`src/rtl/layer_arb_pkg.sv`:
```
// layer_arb_pkg: shared types for the two-requester layer arbiter.
// Holds the arbiter FSM state type and the stats counter width.
package layer_arb_pkg;

  typedef enum logic [1:0] {
    IDLE,
    LOAD,
    DRAIN
  } arb_state_t;

  localparam int STAT_W = 16;

endpackage

```
`src/rtl/layer_arb_rr.sv`:
```
// layer_arb_rr: combinational 2-way round-robin picker.
// Ports: req[1:0] requests, last previous winner -> gnt winner, any request.
module layer_arb_rr (
  input  logic [1:0] req,
  input  logic       last,
  output logic       gnt,
  output logic       any
);

  assign any = |req;

  // On a tie the port that did not win last time is picked.
  assign gnt = (&req) ? ~last : req[1];

endmodule

```
`src/rtl/layer_arb2.sv`:
```
// layer_arb2: time-shares one layer engine between two requesters.
// Ports: clk, reset (async active-low), s0/s1 in streams, m0/m1 result
// streams, e_* engine side; LAYER_ARB2_STATS_EN adds done_cnt0/done_cnt1.
module layer_arb2
  import layer_arb_pkg::*;
#(
  parameter int M = 8,
  parameter int N = 8,
  parameter int T = 8
) (
  input  logic         clk,
  input  logic         reset,
  input  logic         s0_valid,
  output logic         s0_ready,
  input  logic [T-1:0] s0_data,
  input  logic         s1_valid,
  output logic         s1_ready,
  input  logic [T-1:0] s1_data,
  output logic         m0_valid,
  input  logic         m0_ready,
  output logic [T-1:0] m0_data,
  output logic         m1_valid,
  input  logic         m1_ready,
  output logic [T-1:0] m1_data,
  output logic         e_s_valid,
  input  logic         e_s_ready,
  output logic [T-1:0] e_data_in,
  input  logic         e_m_valid,
  output logic         e_m_ready,
  input  logic [T-1:0] e_data_out
`ifdef LAYER_ARB2_STATS_EN
  ,
  output logic [STAT_W-1:0] done_cnt0,
  output logic [STAT_W-1:0] done_cnt1
`endif
);

  localparam int IW = (N > 1) ? $clog2(N) : 1;
  localparam int OW = (M > 1) ? $clog2(M) : 1;
  localparam logic [IW-1:0] IN_LAST = IW'(N - 1);
  localparam logic [OW-1:0] OUT_LAST = OW'(M - 1);

  arb_state_t    state;
  logic          grant;
  logic          last_grant;
  logic [IW-1:0] in_cnt;
  logic [OW-1:0] out_cnt;

  logic pick;
  logic any;
  logic in_hs;
  logic out_hs;
  logic vec_done;

  layer_arb_rr u_rr (
    .req  ({s1_valid, s0_valid}),
    .last (last_grant),
    .gnt  (pick),
    .any  (any)
  );

  always_comb begin
    s0_ready  = 1'b0;
    s1_ready  = 1'b0;
    e_s_valid = 1'b0;
    e_data_in = '0;
    m0_valid  = 1'b0;
    m1_valid  = 1'b0;
    m0_data   = '0;
    m1_data   = '0;
    e_m_ready = 1'b0;
    unique case (1'b1)
      (state == LOAD): begin
        e_s_valid = grant ? s1_valid : s0_valid;
        e_data_in = grant ? s1_data : s0_data;
        s0_ready  = ~grant & e_s_ready;
        s1_ready  = grant & e_s_ready;
      end
      (state == DRAIN): begin
        m0_valid  = ~grant & e_m_valid;
        m1_valid  = grant & e_m_valid;
        m0_data   = grant ? '0 : e_data_out;
        m1_data   = grant ? e_data_out : '0;
        e_m_ready = grant ? m1_ready : m0_ready;
      end
      default: begin
      end
    endcase
  end

  assign in_hs    = e_s_valid & e_s_ready;
  assign out_hs   = e_m_valid & e_m_ready;
  assign vec_done = out_hs & (out_cnt == OUT_LAST);

  always_ff @(posedge clk or negedge reset) begin
    if (!reset) begin
      state      <= IDLE;
      grant      <= 1'b0;
      last_grant <= 1'b1;
      in_cnt     <= '0;
      out_cnt    <= '0;
    end else begin
      unique case (1'b1)
        (state == IDLE): begin
          if (any) begin
            grant <= pick;
            state <= LOAD;
          end
        end
        (state == LOAD): begin
          if (in_hs) begin
            if (in_cnt == IN_LAST) begin
              in_cnt <= '0;
              state  <= DRAIN;
            end else begin
              in_cnt <= in_cnt + 1'b1;
            end
          end
        end
        (state == DRAIN): begin
          if (vec_done) begin
            out_cnt    <= '0;
            last_grant <= grant;
            state      <= IDLE;
          end else if (out_hs) begin
            out_cnt <= out_cnt + 1'b1;
          end
        end
        default: state <= IDLE;
      endcase
    end
  end

`ifdef LAYER_ARB2_STATS_EN
  always_ff @(posedge clk or negedge reset) begin
    if (!reset) begin
      done_cnt0 <= '0;
      done_cnt1 <= '0;
    end else if (vec_done) begin
      if (!grant && done_cnt0 != '1)
        done_cnt0 <= done_cnt0 + 1'b1;
      if (grant && done_cnt1 != '1)
        done_cnt1 <= done_cnt1 + 1'b1;
    end
  end
`endif

endmodule

```
`config.mk`:
```
export PLATFORM = sky130hd
export DESIGN_NAME = layer_arb2
export DESIGN_NICKNAME = d
export VERILOG_FILES = /design/src/rtl/layer_arb_pkg.sv /design/src/rtl/layer_arb_rr.sv /design/src/rtl/layer_arb2.sv
export SDC_FILE = /design/constraint.sdc
export NUM_CORES = 1
export LEC_CHECK = 0
export ABC_AREA = 1
export BUFFER_PORTS_ARGS = -buffer_cell sky130_fd_sc_hd__buf_2
export CORE_MARGIN = 2
export CORE_UTILIZATION = 35
export CTS_CLUSTER_SIZE = 30
export DETAILED_ROUTE_END_ITERATION = 8
export GPL_TIMING_DRIVEN = 0
export PLACE_DENSITY = 0.82
export SYNTH_ARGS = -nofsm -noshare
export SYNTH_HDL_FRONTEND = slang
export SYNTH_SLANG_ARGS = --single-unit
```
`constraint.sdc`:
```
create_clock -name clk -period 1.1 [get_ports clk]
set_input_delay 0 -clock clk [delete_from_list [all_inputs] [get_ports clk]]
set_output_delay 0 -clock clk [all_outputs]
set_load 0.02 [all_outputs]
```
Yosys cells after proc, flatten, opt, wreduce, memory -nomap -nowiden
Cells that the tools add are included.

storage, ports and cells
  register bits = 10
  input port bits = 32
  output and inout port bits = 30
  word-level logic and storage cells = 56

cells by class
  add/sub/neg operators = 2
  eq/ne operators = 8
  multiplexer cells = 23
  bitwise gates (word level) = 9
  reductions and logical operators = 9

operators by type and width
  operator               number
  $mux W8                6
  $reduce_and A2 Y1      5
  $mux W1                9
  $mux W3                3
  $mux W2                4
  $and A1 B1 Y1          7
  $add A3 B1 Y3 const B  2
  $eq A3 B3 Y1 const B   2
  $ne A2 B2 Y1 const B   3
  $pmux W2 S3            1
  $reduce_and A4 Y1      1
  $eq A2 B1 Y1 const B   1
  $eq A2 B2 Y1 const B   1
  $logic_not A2 Y1       1
  $ne A2 B1 Y1 const B   1
  $not A1 Y1             2
  $reduce_bool A2 Y1     1
  $reduce_or A2 Y1       1

Logic depth before layout (Yosys ltp)
  depth after elaboration = 6
  gate-level depth with buffers = 7
  gate-level depth less buffers = 7

By module
From an unflattened synthesis, not the netlist that was laid out.

unflattened totals
  cells, all modules = 128
  area, all modules = 794.5 sq um

by module, submodules not included
  module        times used  cells an instance  area each (sq um)  sequential area each (sq um)
  layer_arb2    1           125                779.5              251.5
  layer_arb_rr  1           3                  15.0               0.0

Worst setup path before layout
OpenSTA, ideal clock, no wires.

  path kind = register to register
  from = reg in_cnt[0]
  to = reg in_cnt[0]
  setup time = 77 ps
  arrival time = 1129 ps
  slack = -105 ps
  stages on the path, launching flop included = 5
  period minus slack after synthesis = 1205 ps
  cells stage by stage = dfrtp_1 -> ha_1 -> ha_1 -> or2_2 -> o21ai_1

on the way
  cells in the longest elaborated chain, start to end = 2

RTL lines
  item                                           RTL line                              RTL
  start, declared                                layer_arb2.sv:46                      logic [IW-1:0] in_cnt;
  start signal, assigned                         layer_arb2.sv:116                     in_cnt <= in_cnt + 1'b1;
  $add A3 B1 Y3 or $eq A3 B3 Y1 (tied branches)  layer_arb2.sv:116, layer_arb2.sv:112
  $mux W3 (*)                                    layer_arb2.sv:112                     if (in_cnt == IN_LAST) begin

Mark *: on every way between the ends. The rest lies on a longest branch, timed or not.
A chain may end at the register's enable or synchronous reset.

Final worst setup path
  from = reg grant
  to = out e_data_in[7]

on the way
  cells in the longest elaborated chain, start to end = 2

RTL lines
  item                    RTL line           RTL
  start, declared         layer_arb2.sv:44   logic grant;
  start signal, assigned  layer_arb2.sv:106  grant <= pick;
  $mux W8                 layer_arb2.sv:75   e_data_in = grant ? s1_data : s0_data;
  $mux W8                 layer_arb2.sv:72   unique case (1'b1)
  end, declared           layer_arb2.sv:27   output logic [T-1:0] e_data_in,

Every way passes these cells.

==> impl_metrics.env <==
export IMPL_fin_nets=239
export IMPL_synth_top_area_frac=0.289
export IMPL_reg2reg_slack_ps=-70
export IMPL_dp_hpwl_mm=1.76
export IMPL_dieWidth_um=51.2
export IMPL_max_freq_ghz=0.763
export IMPL_cts_tree="done"
export IMPL_slew_viol_final=0
export IMPL_finalInstanceArea_mm2=0.00155
export IMPL_yosysSeqAreaShare=0.323
export IMPL_avgSynthCellArea_um2=6.09
export IMPL_peakVddDrop_uv=1630
export IMPL_async_flop_share=1.00
export IMPL_worst_slew_pin_slew_ps=224
export IMPL_grt_max_degree=11
export IMPL_num_io_pins=62
export IMPL_clock_latency_ps=260
export IMPL_antenna_left=0
export IMPL_crit_end="e_data_in[7]"
export IMPL_status="finished, violations left"
export IMPL_fin_crit_sh=1.19
export IMPL_routedWlPerCell_um=13.4
export IMPL_worstPathArrival_ps=1310
export IMPL_fillers=141
export IMPL_diodes=0
export IMPL_cp_common_cell="buf_6"
export IMPL_final_setup_worst_slack_ps=-210
export IMPL_critPathTopFamily="flip-flops"
export IMPL_cp_depth=5
export IMPL_root_buffer="clkbuf_4"
export IMPL_rows=17
export IMPL_hold_violations=0
export IMPL_fin_setup_tns_ps=-5040
export IMPL_syn_nets=164
export IMPL_clk_pin_slew_ps=60
export IMPL_synth_distinct_cells=18
export IMPL_required_ps=1100
export IMPL_drt_iter0_drc=17
export IMPL_finalWeightedCongestion=0.766
export IMPL_design_core_area_mm2=0.00215
export IMPL_layout_cells_non_filler=230
export IMPL_die_h_um=51.2
export IMPL_worstPathMaxFanout=5
export IMPL_final_util=0.721
export IMPL_synth_edff_count=0
export IMPL_grt_pass1_wl_mm=3.93
export IMPL_final_common_cell="nand2_1"
export IMPL_yosys_most_used_dff="dfrtp_1"
export IMPL_hp_class="in -> reg"
export IMPL_rr_worst_depth=4
export IMPL_drt_pass1_iterations=5
export IMPL_area_delta_synth_final_pct=98.7
export IMPL_max_stage_delay_ps=450
export IMPL_cts_max_level=1
export IMPL_holdPathStages=3
export IMPL_cts_buffers=3
export IMPL_netlist_top_cells_area="dfrtp_1, nand2_1, nor2_1"
export IMPL_yosysTopAreaCell="dfrtp_1"
export IMPL_vias=1112
export IMPL_dieArea_mm2=0.00262
export IMPL_p_leak_uw=0.000824
export IMPL_vias_per_cell=4.83
export IMPL_power_density_mw_per_mm2=1920
export IMPL_rsz0062_at_grt="yes"
export IMPL_end_kind="output port"
export IMPL_cts_buffer_depth=2
export IMPL_critPathLaunchType="flip-flop"
export IMPL_grt_pass1_vias=936
export IMPL_violations="negative setup slack"
export IMPL_drt_wl_total_mm=3.08
export IMPL_clock_skew_ps=3.21
export IMPL_layout_min_cycle_time_ps=1310
export IMPL_grtUsageTotal=0.199
export IMPL_start_util=0.363
export IMPL_synth_area_um2=779
export IMPL_clock_sinks=10
export IMPL_critPathKind="reg -> out"
export IMPL_r2r_start="in_cnt[0]"
export IMPL_dp_cells=217
export IMPL_drcViolationCount=0
export IMPL_final_cell_mix="nand2_1, buf_2, buf_4"
export IMPL_timing_rr_end="in_cnt[0]"
export IMPL_placed_area_mm2=0.00115
export IMPL_yosys_warnings=0
export IMPL_setup_viol=37
export IMPL_layout_drive_gt1_share=0.599
export IMPL_cp_cell_sequence="inv_4 > buf_6 > nand2_2 > a21oi_2 > buf_6"
export IMPL_antenna_found_initial=0
export IMPL_total_power_uw=2970
export IMPL_drv_cap=0
export IMPL_io_buffers=61
export IMPL_ys_seq_elements=10
export IMPL_cp_num_buf_inv=3
export IMPL_maxSlewHeadroom=0.850
export IMPL_cp_slowest_cell="dfrtp_2"
export IMPL_crit_start="grant"
export IMPL_syn_inst=128
export IMPL_grt_ovfl_total=0
[layer usage]
layer | part of all wire | track usage
met1 | 0.36 | 0.210
met2 | 0.53 | 0.381
met3 | 0.079 | 0.0497
met4 | 0.034 | 0.0586
met5 | 0 | 0
[worst register-to-register path, stage by stage (launching register included)]
cell,delay [ps]
dfrtp_1,400
ha_2,210
ha_4,160
or2_4,220
o21ai_2,120
[cell usage after synthesis, types with 2 or more instances]
master / number
nor3_1: 2
inv_1: 16
dfrtp_1: 9
nand4_1: 2
a21oi_1: 9
ha_1: 4
o21ai_1: 2
nand2_1: 46
nand2_2: 2
nor2_1: 20
buf_2: 3
nand3_1: 7
[final cells by class]
type | count | area [µm²] | area share
multi-input combinational | 98 | 622 | 0.401
sequential | 10 | 253 | 0.163
buffer | 3 | 33.8 | 0.0218
clock buffer | 4 | 36.3 | 0.0234
inverter | 17 | 71.3 | 0.0460
timing repair buffer | 70 | 498 | 0.321
tap | 28 | 35.0 | 0.0226
[flip-flops by register name, indices dropped and copies added (netlist names)]
register / cells
in_cnt: 3
out_cnt: 3
state: 2
grant: 1
last_grant: 1
[worst min path at each step]
stage	from	to	slack (ps)
6_report	e_s_ready	in_cnt[2]	40
5_1_grt	s0_valid	state[0]	50
4_1_cts	e_s_ready	in_cnt[2]	20
3_5_place_dp	reset	in_cnt[1]	-140
3_3_place_gp	reset	in_cnt[0]	-130
2_1_floorplan	reset	grant	-300
[power by group]
part	switching (µW)	total, µW	internal, µW
logic	1170	2100	927
clock network	114	314	200
registers	96.5	561	465
total	1380	2970	1590
[logic make-up (layout without fill, tap and decap cells)]
kind of cell,after synthesis,in the layout,synth area share
AND/OR/NAND/NOR,81,81,0.424
buffers and inverters,20,94,0.101
AO/OA/AOI/OAI,13,13,0.0883
flip-flops,10,10,0.323
adder cells (fa/ha/maj),4,4,0.0642
[repair_timing]
item | CTS | global route
hold endpoints to repair | 11 | 0
resized for setup | 59 | 37
buffers inserted | 5 | 1
cloned | 1 | 0
hold buffers | 2 | 0
endpoints found under the setup margin | 34 | 39
pin swaps | 11 | 5
[per-stage QoR]
| step | worst slack (ps) | hold WS, ps |
|---|---|---|
| 3_5_place_dp | -55.7 | -137 |
| 6_report | -210 | 36.8 |
| 2_1_floorplan | -8.76 | -296 |
| 3_3_place_gp | -60.4 | -132 |
| 5_1_grt | -253 | 54.2 |
| 4_1_cts | -149 | 24.8 |
Power figures use the tool's default switching activity.
